===== config.mk =====
export PLATFORM = sky130hd
export DESIGN_NAME = uart_ram_loader
export DESIGN_NICKNAME = d
export VERILOG_FILES = /design/src/rtl/uart_ram_loader.sv
export SDC_FILE = /design/constraint.sdc
export NUM_CORES = 1
export LEC_CHECK = 0
export CORE_ASPECT_RATIO = 1.25
export CORE_MARGIN = 5
export CORE_UTILIZATION = 55
export CTS_BUF_LIST = sky130_fd_sc_hd__clkbuf_8
export DETAILED_ROUTE_END_ITERATION = 6
export PLACE_DENSITY_LB_ADDON = 0.25
export SKIP_LAST_GASP = 1
export SYNTH_ARGS = -nofsm -noshare
export SYNTH_HDL_FRONTEND = slang
export SYNTH_SLANG_ARGS = --single-unit
export TNS_END_PERCENT = 1

===== constraint.sdc =====
create_clock -name sys_clk -period 3.8 [get_ports sys_clk]
set_input_delay 0.76 -clock sys_clk [delete_from_list [all_inputs] [get_ports sys_clk]]
set_output_delay 0.76 -clock sys_clk [all_outputs]
set_load 0.05 [all_outputs]

===== src/rtl/uart_ram_loader.sv =====
// uart_ram_loader: UART command bridge that writes and reads byte ranges through RAM port A
module uart_ram_loader #(
   parameter int ADDRESS_BITWIDTH = 10,
   parameter logic [7:0] ACK_BYTE = 8'h4B
) (
   input  logic                        sys_clk,
   input  logic                        sys_rst,
   input  logic [7:0]                  rx_data,
   input  logic                        rx_valid,
   output logic [7:0]                  tx_data,
   output logic                        tx_valid,
   input  logic                        tx_ready,
   output logic [3:0]                  ram_write_enable,
   output logic [ADDRESS_BITWIDTH-1:0] ram_address,
   output logic [31:0]                 ram_data_in,
   input  logic [31:0]                 ram_data_out,
   output logic                        busy,
   output logic                        error
);
   localparam int AW = ADDRESS_BITWIDTH + 2;
   localparam logic [2:0] IDLE  = 3'd0;
   localparam logic [2:0] ADDR  = 3'd1;
   localparam logic [2:0] LEN   = 3'd2;
   localparam logic [2:0] WDATA = 3'd3;
   localparam logic [2:0] ACK   = 3'd4;
   localparam logic [2:0] RADDR = 3'd5;
   localparam logic [2:0] RWAIT = 3'd6;
   localparam logic [2:0] RSEND = 3'd7;

   logic [2:0]    state;
   logic          is_write;
   logic [AW-1:0] addr;
   logic [AW-1:0] addr_next;
   logic [15:0]   count;
   logic [15:0]   len_full;
   logic [1:0]    idx;
   logic [1:0]    lane;

   assign addr_next = addr + AW'(1);
   assign lane      = addr[1:0];
   assign len_full  = {rx_data, count[15:8]};
   assign busy      = state != IDLE;

   // Command parser, RAM port A sequencing and TX byte handshake
   always_ff @(posedge sys_clk) begin
      if (sys_rst) begin
         state            <= IDLE;
         is_write         <= 1'b0;
         addr             <= '0;
         count            <= '0;
         idx              <= '0;
         ram_write_enable <= '0;
         ram_address      <= '0;
         ram_data_in      <= '0;
         tx_data          <= '0;
         tx_valid         <= 1'b0;
         error            <= 1'b0;
      end else begin
         ram_write_enable <= '0;
         error            <= 1'b0;
         case (state)
            IDLE: if (rx_valid) begin
               if (rx_data == 8'h57 || rx_data == 8'h52) begin
                  is_write <= rx_data == 8'h57;
                  idx      <= '0;
                  state    <= ADDR;
               end else begin
                  error <= 1'b1;
               end
            end
            ADDR: if (rx_valid) begin
               for (int i = 0; i < AW; i++)
                  if (idx == 2'(i / 8)) addr[i] <= rx_data[i % 8];
               idx <= idx + 2'd1;
               if (idx == 2'd3) begin
                  idx   <= '0;
                  state <= LEN;
               end
            end
            LEN: if (rx_valid) begin
               count <= len_full;
               idx   <= idx + 2'd1;
               if (idx == 2'd1) begin
                  idx <= '0;
                  if (len_full == 16'd0) begin
                     state <= is_write ? ACK : IDLE;
                  end else if (is_write) begin
                     state <= WDATA;
                  end else begin
                     ram_address <= addr[AW-1:2];
                     state       <= RADDR;
                  end
               end
            end
            WDATA: if (rx_valid) begin
               ram_address      <= addr[AW-1:2];
               ram_data_in      <= {4{rx_data}};
               ram_write_enable <= 4'b0001 << lane;
               addr             <= addr_next;
               count            <= count - 16'd1;
               if (count == 16'd1) state <= ACK;
            end
            ACK: begin
               if (!tx_valid) begin
                  tx_valid <= 1'b1;
                  tx_data  <= ACK_BYTE;
               end else if (tx_ready) begin
                  tx_valid <= 1'b0;
                  state    <= IDLE;
               end
            end
            RADDR: state <= RWAIT;
            RWAIT: begin
               tx_data  <= ram_data_out[8*lane +: 8];
               tx_valid <= 1'b1;
               state    <= RSEND;
            end
            RSEND: if (tx_ready) begin
               tx_valid <= 1'b0;
               addr     <= addr_next;
               count    <= count - 16'd1;
               if (count == 16'd1) begin
                  state <= IDLE;
               end else begin
                  ram_address <= addr_next[AW-1:2];
                  state       <= RADDR;
               end
            end
            default: state <= IDLE;
         endcase
      end
   end
endmodule


==> impl_metrics.py, run 1 <==
metrics = {
    "global_route": {
        "grt_usage": 0.2405,
        "grt_pass1_wl_um": 18040,
        "antenna_found_initial": 0,
        "grt_max_degree": 48,
        "grt_pass1_vias": 3856,
        "overflow": 0,
    },
    "final_layout": {
        "drive_gt1_frac": 0.08062,
        "area.growth.synth_to_final_pct": 25.37,
        "postLayoutCellArea_um2": 5089,
        "fill_cells": 622,
        "diodes": 0,
        "register_area_um2": 1321,
        "multi_input_area_um2": 2362,
        "fin_nets": 630,
    },
    "setup_path": {
        "slowest_delay_ps": 810,
        "end_kind": "primary output",
        "start_kind": "flip-flop",
        "slowest_stage": "clkdlybuf4s50_1",
        "worstPathMaxFanout": 21,
        "cp_cell_sequence": "nor3_1 -> inv_1 -> clkdlybuf4s50_1",
        "crit_type": "flip-flop to primary output",
        "cp.required_ps": 3040,
        "cp_data_arrival_time_ps": 2240,
    },
    "synthesis": {
        "synth_edf_count": 0,
        "yosysWarningCount": 0,
        "synth_area_um2": 4059,
        "synth.avg_cell_area_um2": 7.731,
        "synth_seq_cells": 66,
        "ys.flop_type": "dfxtp_1",
        "async_flop_share": 0,
        "synth_area_leaders": "dfxtp_1 (33%), a21oi_1 (5.5%), nand2_1 (5.4%)",
        "synth_top_area_share": 0.3255,
        "yosys.area.top_type": "dfxtp_1",
        "synthesis.nets": 577,
        "yosysUniqueCellTypes": 53,
        "synth_cells": 525,
        "synth.yosys.seq_area_share": 0.3255,
    },
    "job": {
        "drv_cap": 0,
    },
    "sta": {
        "relSlewSlack": 0.3980,
        "clock_skew_ps": 9.207,
        "hold_viol_final": 0,
        "setup_viol": 0,
        "timing.hold.ws_ps": 470.2,
        "tightest_slew_ps": 903.0,
        "slew_violations": 0,
        "setup_tns_ps": 0,
        "min_period_ps": 2996,
        "max_freq_mhz": 333.8,
        "rsz0062_at_grt": "no",
        "min_period_over_period": 0.7884,
    },
    "die": {
        "fp.dieH_um": 106.0,
        "die_w_um": 86.84,
        "rows": 35,
        "die_area_um2": 9208,
        "ios": 101,
        "core-area_um2": 7269,
        "start_util": 0.5583,
    },
    "placed_design": {
        "port_buffers": 100,
        "place_congestion": 0.8648,
        "place_area_um2": 4885,
        "dp_hpwl_um": 8033,
    },
    "detailed_routing": {
        "drc_errors": 0,
        "drtIter0Drc": 405,
        "drt_wl_total_um": 11130,
        "detail-route-antenna-nets": 0,
        "drt-pass1-iter-count": 6,
        "wl_per_cell_um": 16.49,
        "via_per_inst": 6.095,
        "vias": 4114,
    },
    "cts": {
        "numCtsBuffers": 9,
        "clockBufferDepth": 2,
        "htreeDepth": 3,
        "clkTransAtPathRegs_ps": 80,
        "cts.repair.resized": 0,
        "cts_sinks": 66,
        "cts-hold-fix-buffers": 0,
        "cts_root_buf": "clkbuf_8",
        "cts_tree": "done",
        "cts_setup_buffers": 0,
        "clkLatencyLatePin_ps": 360,
    },
    "power_and_ir_drop": {
        "p_per_area_nw_per_um2": 276.1,
        "ir_worst_vdd_v": 0.0001458,
        "leakage_nw": 1.690,
        "p_total_w": 0.001405,
    },
    "min_path": {
        "hp-class": "flip-flop to flip-flop",
    },
    "status": {
        "outcome": "finished clean",
    },
}
[logic make-up after synthesis]
family | share of synthesized area
AO/OA/AOI/OAI | 0.2281
adder cells (fa/ha/maj) | 0.02466
AND/OR/NAND/NOR | 0.2537
buffers and inverters | 0.09248
flip-flops | 0.3255
XOR/XNOR | 0.02374
multiplexers | 0.05179
[power breakdown]
part           internal (W)  leakage [nW]  switching, W
clock              0.000320        0.0945      0.000293
combinational     0.0000559          1.06     0.0000425
sequential         0.000692         0.532    0.00000137
[cell usage in the layout (no fill, tap or decap), types with 6 or more instances in the layout]
master / synthesis / layout
clkdlybuf4s50_1: 0 / 99
dfxtp_1: 66 / 66
nand2_1: 58 / 58
nor2_1: 55 / 55
a21oi_1: 45 / 45
o21ai_0: 36 / 36
nor3_1: 23 / 23
nand3_1: 10 / 10
clkbuf_8: 0 / 10
nor4_1: 9 / 9
inv_1: 8 / 8
mux4_2: 8 / 8
and2_1: 8 / 8
nand2b_1: 8 / 8
a211oi_2: 8 / 8
ha_1: 8 / 8
buf_4: 24 / 8
or3_1: 7 / 7
o31ai_1: 7 / 7
nor2b_1: 6 / 6
xnor2_1: 6 / 6
a31oi_1: 6 / 6
a22oi_1: 6 / 6
[sequential cells by signal (all words and copies together), names as in the netlist]
name	flops
state	3
ram_data_in	8
addr	12
is_write	1
idx	2
ram_write_enable	4
error	1
ram_address	10
tx_data	8
count	16
tx_valid	1
[Yosys cell counts (all sizes together) (4+ instances only)]
cell type and n:
nor2b 6, or4 4, a32oi 4, or3 8, nand4 5, a311oi 4
xor2 5, xnor2 6, mux4 8, nor3 23, nand3 10, a22oi 6
nor2 55, a31oi 6, nor4 9, and2 9, nand2b 8, clkbuf 38
ha 8, dfxtp 66, a211oi 12, nand2 58, buf 28, o21ai 39
a21oi 45, o31ai 7, inv 8, and3 4
[critical path, delay by kind of cell (launching register included)]
| family | cells | cell delay [ps] |
|---|---|---|
| flops | 1 | 750 |
| simple gates | 1 | 210 |
| buf+inv | 2 | 930 |
[final cells by class]
class                      instances  area share
multi-input combinational        385      0.4642
sequential                        66      0.2597
timing repair buffer             108      0.2075
clock buffer                      10     0.02705
tap                               92     0.02262
clock inverter                     6     0.01303
inverter                           8    0.005901
[through the flow]
| stage | instances | utilization | worst slack [ps] |
|---|---|---|---|
| global route | 675 | 0.7000 | 723.6 |
| detailed placement | 659 | 0.6719 | 649.6 |
| global placement | 659 | 0.6719 | 802.7 |
| finish | 675 | 0.7000 | 803.9 |
| floorplan | 525 | - | 1330 |
| CTS | 675 | 0.7000 | 846.9 |
[final timing paths]
path	startpoint	depth (start not counted)	slack (ps)	to
hold reg to reg	ram_address[6]	2	470	ram_address[6]
setup reg to reg	count[9]	7	1230	state[2]
setup / recovery	state[2]	3	800	busy
hold / removal	ram_address[6]	2	470	ram_address[6]
[layer usage]
layer	GRT usage	wire length [µm]	up-vias
met2	0.3898	5315	222
met3	0.05349	1064	24
met1	0.3047	4510	1892
met5	0	0	-
li1	-	-	1976
met4	0.09911	243	0
No activity file was read; power rests on OpenSTA's default activity.
==> run 2, diff against run 1 <==
--- a/config.mk
+++ b/config.mk
@@ -7,7 +7,7 @@
 export LEC_CHECK = 0
 export CORE_ASPECT_RATIO = 1.25
 export CORE_MARGIN = 5
-export CORE_UTILIZATION = 55
+export CORE_UTILIZATION = 46
 export CTS_BUF_LIST = sky130_fd_sc_hd__clkbuf_8
 export DETAILED_ROUTE_END_ITERATION = 6
 export PLACE_DENSITY_LB_ADDON = 0.25
==> constraint.sdc (replaced) <==
create_clock -name sys_clk -period 2.7 [get_ports sys_clk]
set_input_delay 0.54 -clock sys_clk [delete_from_list [all_inputs] [get_ports sys_clk]]
set_output_delay 0.54 -clock sys_clk [all_outputs]
set_load 0.05 [all_outputs]
==> run 2 against run 1 <==
  * Non-clock buffer count rose by 17
  * Clock skew fell by 1.7 ps
  * Sequential power rose by 40%
  * Clock power rose by 42%
  * First-iteration DRC count fell by 5.9%
  * Combinational power rose by 53%
  * Hold slack improved by 4.4 ps
  * Sequential share of layout area fell by 0.86 points
  * Total power rose by 42%
  * Critical path type is now flip-flop to flip-flop
  * Critical endpoint is now state[2]
  * Largest power group unchanged
  * Highest routed layer unchanged
==> impl_metrics.py, run 2 (synthesis results as in run 1) <==
metrics = {
    "global_route": {
        "grt_max_degree": 29,
        "grt_pass1_wl_um": 19210,
        "grt_usage": 0.2208,
        "grt_pass1_vias": 4079,
        "antenna_found_initial": 0,
        "overflow": 0,
    },
    "detailed_routing": {
        "drt-pass1-iter-count": 5,
        "drt_wl_total_um": 11550,
        "detail-route-antenna-nets": 0,
        "drc_errors": 0,
        "drtIter0Drc": 381,
        "vias": 4105,
        "wl_per_cell_um": 16.04,
        "via_per_inst": 5.701,
    },
    "sta": {
        "hold_viol_final": 0,
        "min_period_ps": 2470,
        "relSlewSlack": 0.6159,
        "max_freq_mhz": 404.9,
        "min_period_over_period": 0.9147,
        "setup_tns_ps": 0,
        "tightest_slew_ps": 570.8,
        "slew_violations": 0,
        "clock_skew_ps": 7.531,
        "setup_viol": 0,
        "timing.hold.ws_ps": 474.6,
        "rsz0062_at_grt": "no",
    },
    "final_layout": {
        "area.growth.synth_to_final_pct": 29.69,
        "fin_cells": 720,
        "final_common_cell": "clkdlybuf4s50_1",
        "largest_reg_flops": 16,
        "fill_cells": 789,
        "diodes": 0,
        "layout_common_cells": "clkdlybuf4s50_1 (99), dfxtp_1 (66), nand2_1 (58)",
        "largestRegisters": "count x16, addr x12, ram_address x10",
        "largest-register": "count",
        "drive_gt1_frac": 0.1067,
        "postLayoutCellArea_um2": 5264,
        "fin_nets": 647,
        "utilization": 0.6083,
    },
    "cts": {
        "cts_root_buf": "clkbuf_8",
        "cts_setup_buffers": 0,
        "cts-hold-fix-buffers": 0,
        "cts_tree": "done",
        "clkLatencyLatePin_ps": 360,
        "clkTransAtPathRegs_ps": 80,
        "htreeDepth": 3,
        "cts.repair.resized": 0,
        "clockBufferDepth": 2,
        "numCtsBuffers": 9,
        "cts_sinks": 66,
    },
    "power_and_ir_drop": {
        "power.internal_w": 0.001533,
        "p_per_area_nw_per_um2": 379.9,
        "comb_power_share": 0.075,
        "swShare": 0.2333,
        "sequentialPowerShare": 0.488,
        "ir_worst_vdd_v": 0.0002535,
        "power.switching_w": 0.0004665,
        "p_clk_frac": 0.437,
        "leakage_nw": 1.785,
    },
    "setup_path": {
        "crit_type": "flip-flop to flip-flop",
        "cp_cell_sequence": "or3_4 -> or4_4 -> or2_2 -> ha_1 -> nor2_1 -> or4_1 -> o21ai_0",
        "slowest_delay_ps": 470,
        "end_kind": "flip-flop",
        "cp_num_buf_inv": 0,
        "start_kind": "flip-flop",
        "cp_top_family": "simple AND/OR/NAND/NOR gates",
        "cp_data_arrival_time_ps": 2760,
        "worstPathMaxFanout": 6,
        "slowest_stage": "or4_4",
        "cp.required_ps": 2990,
    },
    "die": {
        "die_w_um": 94.02,
        "fp.dieH_um": 115.0,
        "rows": 38,
        "ios": 101,
        "core-area_um2": 8653,
        "start_util": 0.4691,
        "die_area_um2": 10810,
    },
    "placed_design": {
        "dp_cells": 704,
        "dp_hpwl_um": 8420,
        "port_buffers": 100,
        "place_area_um2": 5060,
        "place_congestion": 0.8789,
    },
    "status": {
        "outcome": "finished clean",
    },
    "min_path": {
        "hp-class": "flip-flop to flip-flop",
    },
    "job": {
        "drv_cap": 0,
    },
}
-- run 2: cell types whose count changed in the layout (fill, tap and decap cells not counted), sizes merged --
cell,delta
buf,+17
clkbuf,+1
clkinv,+1
clkinvlp,-2
-- run 2: power groups by stage --
stage               registers (W)  logic [W]  clock network, W
floorplan                 0.00100  0.0000515                 0
finish                   0.000975   0.000151          0.000873
global route             0.000975   0.000159          0.000927
detailed placement       0.000998   0.000149                 0
global placement         0.000998   0.000147                 0
CTS                      0.000975   0.000150          0.000882
-- run 2: layer usage --
metal  wire [µm]  GRT usage
met1        4777     0.2581
met2        5535     0.3780
met3         912    0.05497
met4         325     0.1031
met5           0          0
-- run 2: final timing paths --
| kind | cells after the start | start | slack (ps) | endpoint |
|---|---|---|---|---|
| setup reg to reg | 7 | count[9] | 230 | state[2] |
| setup / recovery | 7 | count[9] | 230 | state[2] |
| hold / removal | 2 | ram_address[6] | 470 | ram_address[6] |
| hold reg to reg | 2 | ram_address[6] | 470 | ram_address[6] |
-- run 2: cell type report --
type | instances | area, µm² | share of cell area
Multi-Input combinational cell | 385 | 2362 | 0.4488
Clock buffer | 11 | 151.4 | 0.02876
Sequential cell | 66 | 1321 | 0.2510
Clock inverter | 5 | 52.55 | 0.009983
Timing Repair Buffer | 125 | 1196 | 0.2272
Tap cell | 120 | 150.1 | 0.02852
Inverter | 8 | 30.03 | 0.005705
-- run 2: worst reg2reg max path, delay by kind of cell, from the launching register on --
kind                       cells  cell delay, ps
AOI/OAI and AO/OA              1             140
and+or+nand+nor                5            1630
DFF                            1             360
adders and majority gates      1             280
-- run 2: metrics by stage --
| step | total power [W] | worst slack, ps |
|---|---|---|
| after floorplan | 0.001052 | 356.9 |
| after global placement | 0.001145 | 40.03 |
| after detailed placement | 0.001147 | 57.25 |
| after CTS | 0.002007 | 218.0 |
| after global routing | 0.002062 | 137.4 |
| final | 0.002000 | 230.2 |
